**src/rtl/brick_operand_sequencer.sv**
```systemverilog
// rtl/brick_operand_sequencer.sv - splits captured activation/weight operand sets into 2-bit brick beats
module brick_operand_sequencer (
  input  logic         i_clk,
  input  logic         i_rst_n,
  input  logic         i_valid,
  output logic         o_ready,
  input  logic [127:0] i_act_vec,
  input  logic [127:0] i_wgt_vec,
  input  logic [1:0]   i_prec,
  input  logic         i_A_signed,
  input  logic         i_W_signed,
  output logic         o_valid,
  input  logic         i_ready,
  output logic [31:0]  o_activation,
  output logic [31:0]  o_weight,
  output logic         o_A_signed,
  output logic         o_W_signed,
  output logic [3:0]   o_shift_amount,
  output logic         o_first,
  output logic         o_last
);

  typedef enum logic {
    IDLE  = 1'b0,
    ISSUE = 1'b1
  } state_e;

  // Brick mode: number of 2-bit bricks per operand slot (1, 2 or 4).
  typedef enum logic [1:0] {
    MODE_N1 = 2'd0,
    MODE_N2 = 2'd1,
    MODE_N4 = 2'd2
  } mode_e;

  state_e        state_q, state_d;
  logic [3:0]    k_q, k_d;
  logic [127:0]  act_q, act_d;
  logic [127:0]  wgt_q, wgt_d;
  mode_e         mode_q, mode_d;
  logic          a_sgn_q, a_sgn_d;
  logic          w_sgn_q, w_sgn_d;

  logic [1:0]    act_idx;
  logic [1:0]    wgt_idx;
  logic [1:0]    top_idx;
  logic [3:0]    last_k;
  logic          beat_last;
  logic          accept;
  logic [31:0]   act_bricks;
  logic [31:0]   wgt_bricks;
  logic [2:0]    idx_sum;

  // Select 2-bit brick number sel out of an 8-bit operand slot.
  function automatic logic [1:0] pick_brick(input logic [7:0] slot, input logic [1:0] sel);
    logic [1:0] b;
    case (sel)
      2'd0:    b = slot[1:0];
      2'd1:    b = slot[3:2];
      2'd2:    b = slot[5:4];
      default: b = slot[7:6];
    endcase
    return b;
  endfunction

  // Map the offered precision onto a brick mode; 2 and 3 both mean 8-bit.
  function automatic mode_e prec_to_mode(input logic [1:0] prec);
    mode_e m;
    case (prec)
      2'd0:    m = MODE_N1;
      2'd1:    m = MODE_N2;
      default: m = MODE_N4;
    endcase
    return m;
  endfunction

  // Split the beat counter into activation brick i and weight brick j.
  always_comb begin
    act_idx = 2'd0;
    wgt_idx = 2'd0;
    top_idx = 2'd0;
    last_k  = 4'd0;
    case (mode_q)
      MODE_N1: begin
        act_idx = 2'd0;
        wgt_idx = 2'd0;
        top_idx = 2'd0;
        last_k  = 4'd0;
      end
      MODE_N2: begin
        act_idx = {1'b0, k_q[1]};
        wgt_idx = {1'b0, k_q[0]};
        top_idx = 2'd1;
        last_k  = 4'd3;
      end
      default: begin
        act_idx = k_q[3:2];
        wgt_idx = k_q[1:0];
        top_idx = 2'd3;
        last_k  = 4'd15;
      end
    endcase
  end

  assign beat_last = (k_q == last_k);
  assign idx_sum   = {1'b0, act_idx} + {1'b0, wgt_idx};

  // Gather the selected brick from each of the 16 slots.
  always_comb begin
    act_bricks = '0;
    wgt_bricks = '0;
    for (int n = 0; n < 16; n++) begin
      act_bricks[2*n +: 2] = pick_brick(act_q[8*n +: 8], act_idx);
      wgt_bricks[2*n +: 2] = pick_brick(wgt_q[8*n +: 8], wgt_idx);
    end
  end

  // Beat outputs; everything is quiet outside ISSUE so idle/reset shows zeros.
  always_comb begin
    o_valid        = 1'b0;
    o_ready        = 1'b0;
    o_activation   = '0;
    o_weight       = '0;
    o_A_signed     = 1'b0;
    o_W_signed     = 1'b0;
    o_shift_amount = '0;
    o_first        = 1'b0;
    o_last         = 1'b0;
    case (state_q)
      IDLE: begin
        o_ready = 1'b1;
      end
      ISSUE: begin
        o_valid        = 1'b1;
        // A new set may only enter as the final beat of the current one leaves.
        o_ready        = i_ready && beat_last;
        o_activation   = act_bricks;
        o_weight       = wgt_bricks;
        o_A_signed     = a_sgn_q && (act_idx == top_idx);
        o_W_signed     = w_sgn_q && (wgt_idx == top_idx);
        o_shift_amount = {idx_sum, 1'b0};
        o_first        = (k_q == 4'd0);
        o_last         = beat_last;
      end
      default: begin
        o_ready = 1'b1;
      end
    endcase
  end

  assign accept = i_valid && o_ready;

  // Next state: capture on accept, otherwise step k on each accepted beat.
  always_comb begin
    state_d = state_q;
    k_d     = k_q;
    act_d   = act_q;
    wgt_d   = wgt_q;
    mode_d  = mode_q;
    a_sgn_d = a_sgn_q;
    w_sgn_d = w_sgn_q;
    if (accept) begin
      state_d = ISSUE;
      k_d     = 4'd0;
      act_d   = i_act_vec;
      wgt_d   = i_wgt_vec;
      mode_d  = prec_to_mode(i_prec);
      a_sgn_d = i_A_signed;
      w_sgn_d = i_W_signed;
    end else if (state_q == ISSUE && i_ready) begin
      if (beat_last) begin
        state_d = IDLE;
        k_d     = 4'd0;
      end else begin
        k_d = k_q + 4'd1;
      end
    end
  end

  // State and captured operand registers; reset abandons any set in flight.
  always_ff @(posedge i_clk or negedge i_rst_n) begin
    if (!i_rst_n) begin
      state_q <= IDLE;
      k_q     <= '0;
      act_q   <= '0;
      wgt_q   <= '0;
      mode_q  <= MODE_N1;
      a_sgn_q <= 1'b0;
      w_sgn_q <= 1'b0;
    end else begin
      state_q <= state_d;
      k_q     <= k_d;
      act_q   <= act_d;
      wgt_q   <= wgt_d;
      mode_q  <= mode_d;
      a_sgn_q <= a_sgn_d;
      w_sgn_q <= w_sgn_d;
    end
  end

endmodule

```
**config.mk**
```make
export PLATFORM = sky130hd
export DESIGN_NAME = brick_operand_sequencer
export DESIGN_NICKNAME = d
export VERILOG_FILES = /design/src/rtl/brick_operand_sequencer.sv
export SDC_FILE = /design/constraint.sdc
export NUM_CORES = 1
export LEC_CHECK = 0
export ABC_AREA = 1
export CORE_MARGIN = 8
export CORE_UTILIZATION = 53
export DETAILED_ROUTE_END_ITERATION = 7
export PLACE_DENSITY = 0.9
export RECOVER_POWER = 100
export SLEW_MARGIN = 10
export SYNTH_ARGS = -nofsm -noshare
export SYNTH_HDL_FRONTEND = slang
export SYNTH_SLANG_ARGS = --single-unit
export TNS_END_PERCENT = 10
```
**constraint.sdc**
```tcl
create_clock -name i_clk -period 3.6 [get_ports i_clk]
set_input_delay 0.36 -clock i_clk [delete_from_list [all_inputs] [get_ports i_clk]]
set_output_delay 0.36 -clock i_clk [all_outputs]
set_load 0.01 [all_outputs]
```
==> impl_metrics.csv, run 1 <==
group,metric,value,unit
yosys,synthesis.area,13000,µm²
timing,clock_skew,0.0156,ns
cts,cts_root_buffer,"clkbuf_16",
cts,clkTransAtPathRegs,0.06,ns
yosys,synthFlopType,"dfrtp_1",
worst_setup_path,cp_slowest_stage_delay,0.69,ns
drt,vias,13300,
cts,clk_latency,0.53,ns
yosys,ys_ff_latch,265,
timing,fin_crit,3.46,ns
global_routing,antenna_found_initial,10,
drt,ant_nets,0,
worst_setup_path,cpMaxStageDelayCell,"dlygate4sd3_1",
global_routing,grt-ovfl-total,0,
timing,slew_violations,103,
drt,viasPerCell,5.60,
outcome,status,"complete, but fails checks",
final_layout,final-seq-area,6630,µm²
final_layout,layout-drive-gt1-share,4.11,%
final_layout,layout.nets,2296,
job,maxCapViolations,1,
final_layout,area_growth_syn_to_layout,33.9,%
worst_setup_path,rr_startpoint,"k_q[2]$_DFFE_PN0P_",
power,switching_share,40.0,%
power,pwr-share-comb,45.4,%
floorplanning,die_y,173,µm
placement,place_congestion,0.854,
power,internal_power,9.01,mW
drt,wl_per_cell,18.2,µm
cts,cts_tree,"yes",
worst_setup_path,r2r_end,"act_q[23]$_DFFE_PN0N_",
yosys,synth_edf_count,0,
drt,drtIter0Drc,1335,
yosys,yosys_warnings,0,
floorplanning,die_w,173,µm
yosys,yosysUniqueCellTypes,24,
cts,cts_made_buffers,29,
timing,setup_viol,0,
cts,clk_path_buf_depth,3,
timing,maxClockFrequency,289,MHz
timing,rsz0062_at_grt,"false",
yosys,ys_async_sr_fraction,100,%
final_layout,final_cell_mix,"nand2_1 (703), nand3_1 (359), clkdlybuf4s50_1 (319)",
min_path,min_to,"wgt_q[63]$_DFFE_PN0N_",
yosys,synth_nets,2031,
power,p_total,15.0,mW
drt,route.detailed.drc,0,
floorplanning,io-pin-count,338,
floorplanning,core-area,24200,µm²
timing,slew_headroom,-76.5,%
yosys,avgSynthCellArea,7.40,µm²
floorplanning,initial_core_util,53.8,%
worst_setup_path,start_kind,"register",
final_layout,multiInputGateArea,5380,µm²
timing,hold_viol,0,
placement,hpwl,28500,µm
worst_setup_path,cp-end-kind,"primary output",
worst_setup_path,critPathRequiredTime,3.24,ns
worst_setup_path,arrival,3.10,ns
worst_setup_path,reg2reg_slack,0.30,ns
placement,port_buffers,336,
min_path,hold_depth,3,
power,worst_ir_drop_vdd,0.000710,V
timing,tns,0,ns
cts,cts_max_level,1,
cts,clock-sinks,265,
global_routing,grt_max_degree,185,
drt,wirelength,43200,µm
yosys,synth-seq-area-share,50.8,%
power,power.leakage,9.10,nW
global_routing,grt_usage,27.7,%
timing,worst_slew_pin_slew,2.65,ns
worst_setup_path,crit_type,"register to primary output",
final_layout,layout_commonest_cell,"nand2_1",
outcome,violations,"capacitance limit, slew limit",
final_layout,fill_cells,1832,
global_routing,grt_pass1_vias,13400,
cts,post-cts-setup-buffers,0,
floorplanning,rows,57,
power,powerDensity,859,nW/µm²
min_path,hold_start,"i_wgt_vec[63]",
power,switchingPower,6.00,mW
floorplanning,die-area,29900,µm²
worst_setup_path,cp_max_fo,36,
drt,dr.pass1.iters,6,
min_path,hold_class,"input port to register",
worst_setup_path,cp_cell_sequence,"inv_2, clkbuf_4, nor2_1, dlygate4sd3_1",
yosys,synthesis.instances,1764,
global_routing,grt_pass1_wl,68700,µm
power,pwr-share-seq,34.5,%
timing,fin_crit_sh,96.2,%
power,clkPwrFrac,20.1,%
worst_setup_path,ff2ff_path_depth,10,
[cells by family (layout without fill, tap and decap cells)]
family	Yosys count	count (layout)	synth area share (%)
AO/OA/AOI/OAI	106	106	4.13
XOR/XNOR	2	2	0.134
adder cells (fa/ha/maj)	3	3	0.288
buffers and inverters	241	523	7.99
flip-flops	265	265	50.8
other	1	12	0.0287
AND/OR/NAND/NOR	1146	1146	36.6
[registers in the layout, indices dropped and copies added, names as in the netlist]
signal / count
a_sgn_q: 1
w_sgn_q: 1
wgt_q: 128
state_q: 1
mode_q: 2
k_q: 4
act_q: 128
[critical path: cells and delay by family, from the launching register on]
family / cells / cell delay [ns]
buf+inv: 3 / 1.93
flops: 1 / 0.52
simple gates: 1 / 0.11
[Yosys cell counts, drive strengths merged, types with 2 or more instances]
library cell	instances	area (µm²)
a21oi	36	180
inv	109	409
nor2	81	312
ha	3	37.5
o21ai	67	335
nand2	704	2650
buf	72	408
xor2	2	17.5
nand3	359	1800
dfrtp	265	6630
clkbuf	59	221
[worst max path at each step]
stage	cells after the start	endpoint	slack [ns]	start
2_1_floorplan	9	o_shift_amount[2]	1.77	mode_q[1]$_DFFE_PN0N_
3_3_place_gp	9	o_shift_amount[2]	0.83	mode_q[1]$_DFFE_PN0N_
3_5_place_dp	9	o_shift_amount[2]	0.71	mode_q[1]$_DFFE_PN0N_
4_1_cts	8	o_shift_amount[3]	0.13	mode_q[1]$_DFFE_PN0N_
5_1_grt	3	act_q[32]$_DFFE_PN0N_	0.02	i_rst_n
6_report	4	o_first	0.14	state_q$_DFFE_PN0P_
[power groups by stage]
stage	Clock (mW)	Combinational, mW	Sequential [mW]
5_1_grt	3.18	7.58	5.31
3_3_place_gp	0	6.61	5.10
6_report	3.02	6.81	5.18
4_1_cts	3.06	6.91	5.15
3_5_place_dp	0	6.85	5.17
2_1_floorplan	0	4.08	4.93
[layer usage]
layer | global-route usage (%) | vias up | part of all wire, %
li1 | - | 6112 | -
met1 | 33.6 | 6331 | 38
met2 | 45.6 | 730 | 48
met3 | 4.51 | 155 | 8.0
met4 | 17.7 | 0 | 6.0
met5 | 0 | - | 0
[per-stage QoR]
step | setup WS, ns | utilization [%] | cells | area [µm²] | hold slack [ns]
after floorplan | 1.77 | - | 1764 | 13000 | 0.0644
after global placement | 0.826 | 68.2 | 2321 | 16500 | 0.448
after detailed placement | 0.714 | 68.2 | 2321 | 16500 | 0.453
after CTS | 0.134 | 72.2 | 2370 | 17500 | 0.369
after global routing | 0.0171 | 72.0 | 2380 | 17500 | 0.378
final | 0.138 | 72.1 | 2381 | 17500 | 0.383
[layout make-up]
type                            count  share of cell area, %
Sequential cell                   265                   38.0
Inverter                          110                   2.38
Tap cell                          324                   2.32
Antenna cell                       11                  0.158
Clock inverter                      8                  0.659
Clock buffer                       40                   4.91
Timing Repair Buffer              365                   20.8
Multi-Input combinational cell   1258                   30.8
[timing repair]
| item | 4_1_cts | 5_1_grt |
|---|---|---|
| resized for setup | 0 | 2 |
| hold buffers | 1 | 0 |
| endpoints found under the setup margin | 0 | 2 |
| hold endpoints to repair | 100 | 0 |
Power figures use the tool's default switching activity.
==> run 2: changes to the inputs <==
--- a/config.mk
+++ b/config.mk
@@ -6,6 +6,7 @@
 export NUM_CORES = 1
 export LEC_CHECK = 0
 export ABC_AREA = 1
+export CAP_MARGIN = 10
 export CORE_MARGIN = 8
 export CORE_UTILIZATION = 53
 export DETAILED_ROUTE_END_ITERATION = 7
==> results of run 2 <==
Same layout as run 1: the final DEF is identical, and so are final timing and power.
==> run 3: changes to the inputs <==
--- a/config.mk
+++ b/config.mk
@@ -11,7 +11,6 @@
 export CORE_UTILIZATION = 53
 export DETAILED_ROUTE_END_ITERATION = 7
 export PLACE_DENSITY = 0.9
-export RECOVER_POWER = 100
 export SLEW_MARGIN = 10
 export SYNTH_ARGS = -nofsm -noshare
 export SYNTH_HDL_FRONTEND = slang
==> run 3 against run 2 <==
Against the previous run: the run now ends clean; sequential cell count unchanged; non-clock buffer count unchanged; combinational power up 1%; sequential power about the same; global-route usage unchanged; sequential share of layout area down 0.15 points; largest cell class unchanged; largest power group unchanged.
==> impl_metrics.csv, run 3 (same netlist as run 1, synthesis figures left out) <==
group,metric,value,unit
outcome,status,"complete, no violations",
final_layout,final-seq-area,6630,µm²
cts,clkTransAtPathRegs,0.06,ns
timing,setup_viol,0,
worst_setup_path,crit_type,"register to primary output",
global_routing,grt_max_degree,185,
final_layout,final_cell_mix,"nand2_1 (702), nand3_1 (358), clkdlybuf4s50_1 (334)",
job,maxCapViolations,0,
timing,tns,0,ns
drt,drtIter0Drc,1305,
worst_setup_path,cp_max_fo,21,
power,power.leakage,9.08,nW
worst_setup_path,rr_startpoint,"k_q[2]$_DFFE_PN0P_",
floorplanning,io-pin-count,338,
final_layout,multiInputGateArea,5410,µm²
cts,clk_path_buf_depth,3,
drt,vias,13300,
timing,slew_violations,0,
worst_setup_path,cp-end-kind,"primary output",
worst_setup_path,arrival,3.04,ns
timing,worst_slew_pin_slew,0.837,ns
cts,cts_made_buffers,29,
global_routing,antenna_found_initial,10,
final_layout,layout_commonest_cell,"nand2_1",
drt,ant_nets,0,
cts,cts_root_buffer,"clkbuf_16",
timing,maxClockFrequency,294,MHz
timing,clock_skew,0.0194,ns
global_routing,met2_usage,45.6,%
final_layout,reg_top3,"act_q x128, wgt_q x128, k_q x4",
placement,hpwl,28500,µm
floorplanning,rows,57,
drt,dr.pass1.iters,5,
floorplanning,core-area,24200,µm²
cts,post-cts-setup-buffers,0,
global_routing,grt_pass1_wl,68700,µm
global_routing,grt_usage,27.7,%
power,p_total,15.1,mW
worst_setup_path,start_kind,"register",
global_routing,grt_pass1_vias,13400,
drt,wl_per_cell,18.2,µm
final_layout,area_growth_syn_to_layout,34.5,%
worst_setup_path,critical_path.startpoint,"mode_q[1]$_DFFE_PN0N_",
floorplanning,die_w,173,µm
floorplanning,die-area,29900,µm²
drt,wirelength,43300,µm
timing,hold_viol,0,
power,worst_ir_drop_vdd,0.000753,V
floorplanning,die_y,173,µm
worst_setup_path,critPathRequiredTime,3.24,ns
timing,fin_crit,3.40,ns
timing,rsz0062_at_grt,"false",
min_path,hold_start,"i_wgt_vec[59]",
floorplanning,initial_core_util,53.8,%
final_layout,layout.nets,2296,
drt,viasPerCell,5.59,
cts,clock-sinks,265,
global_routing,grt-ovfl-total,0,
min_path,hold_class,"input port to register",
drt,route.detailed.drc,0,
cts,cts_max_level,1,
global_routing,grtUsageMet1,33.6,%
final_layout,layout-drive-gt1-share,4.25,%
final_layout,fill_cells,1819,
cts,clk_latency,0.53,ns
cts,cts_tree,"yes",
global_routing,met3_usage,4.51,%
placement,port_buffers,336,
timing,slew_headroom,44.2,%
power,powerDensity,861,nW/µm²
placement,place_congestion,0.854,
timing,fin_crit_sh,94.4,%
global_routing,grt_busiest_layer,"met2",
run 3: cell count changes in the layout (fill, tap and decap cells not counted), sizes merged:
| cell | previous run | this run |
|---|---|---|
| clkbuf | 48 | 41 |
| clkdlybuf4s50 | 319 | 334 |
| dlygate4sd3 | 16 | 1 |
| buf | 22 | 29 |
run 3: final cells by class:
type                    count  area share, %
diodes                     11          0.157
clock buffers              40           4.89
clock inverters             8          0.656
inverters                 110           2.37
multi-input cells        1258           30.8
flip-flops and latches    265           37.8
well taps                 324           2.31
repair buffers            365           21.0
run 3: per-stage QoR:
stage,util [%],hold slack (ns),instances,setup slack [ns],cell area (µm²)
floorplan,-,0.0644,1764,1.77,13000
global placement,68.2,0.448,2321,0.826,16500
detailed placement,68.2,0.453,2321,0.714,16500
CTS,72.2,0.369,2370,0.134,17500
global route,72.3,0.378,2380,0.0128,17500
finish,72.4,0.381,2381,0.202,17500
run 3: worst paths after layout:
| check | to | slack [ns] | cells past startpoint |
|---|---|---|---|
| max | o_shift_amount[2] | 0.20 | 9 |
| min | wgt_q[59]$_DFFE_PN0N_ | 0.38 | 3 |
| max reg2reg | wgt_q[61]$_DFFE_PN0N_ | 0.86 | 10 |
| min reg2reg | wgt_q[20]$_DFFE_PN0N_ | 0.47 | 2 |
| max in group asynchronous | act_q[22]$_DFFE_PN0N_ | 2.18 | 3 |
| min in group asynchronous | act_q[67]$_DFFE_PN0N_ | 0.49 | 2 |
run 3: critical path, stage by stage, from the launching register on:
cell and delay, ns:
dfrtp_1 0.49, nand2_1 0.21, clkinvlp_4 0.33, buf_4 0.34, nor2_1 0.11, nor2_1 0.06, ha_1 0.28, nand2_1 0.06
inv_1 0.07, clkdlybuf4s50_1 0.54
run 3: where the power goes:
| part | switching [mW] | leakage [nW] | internal [mW] |
|---|---|---|---|
| sequential | 0.809 | 3.31 | 4.37 |
| combinational | 4.05 | 5.28 | 2.86 |
| clock | 1.17 | 0.486 | 1.85 |
run 3: timing repair:
action,CTS,global route
resized for setup,0,2
hold buffers,1,0
endpoints found under the hold margin,100,0
endpoints found under the setup margin,0,2
run 3: routing by layer:
metal / share of wire, % / up-vias / routed length, µm
li1: - / 6119 / -
met1: 38 / 6343 / 16600
met2: 48 / 672 / 20800
met3: 7.5 / 165 / 3230
met4: 6.1 / 0 / 2660
met5: 0 / - / 0
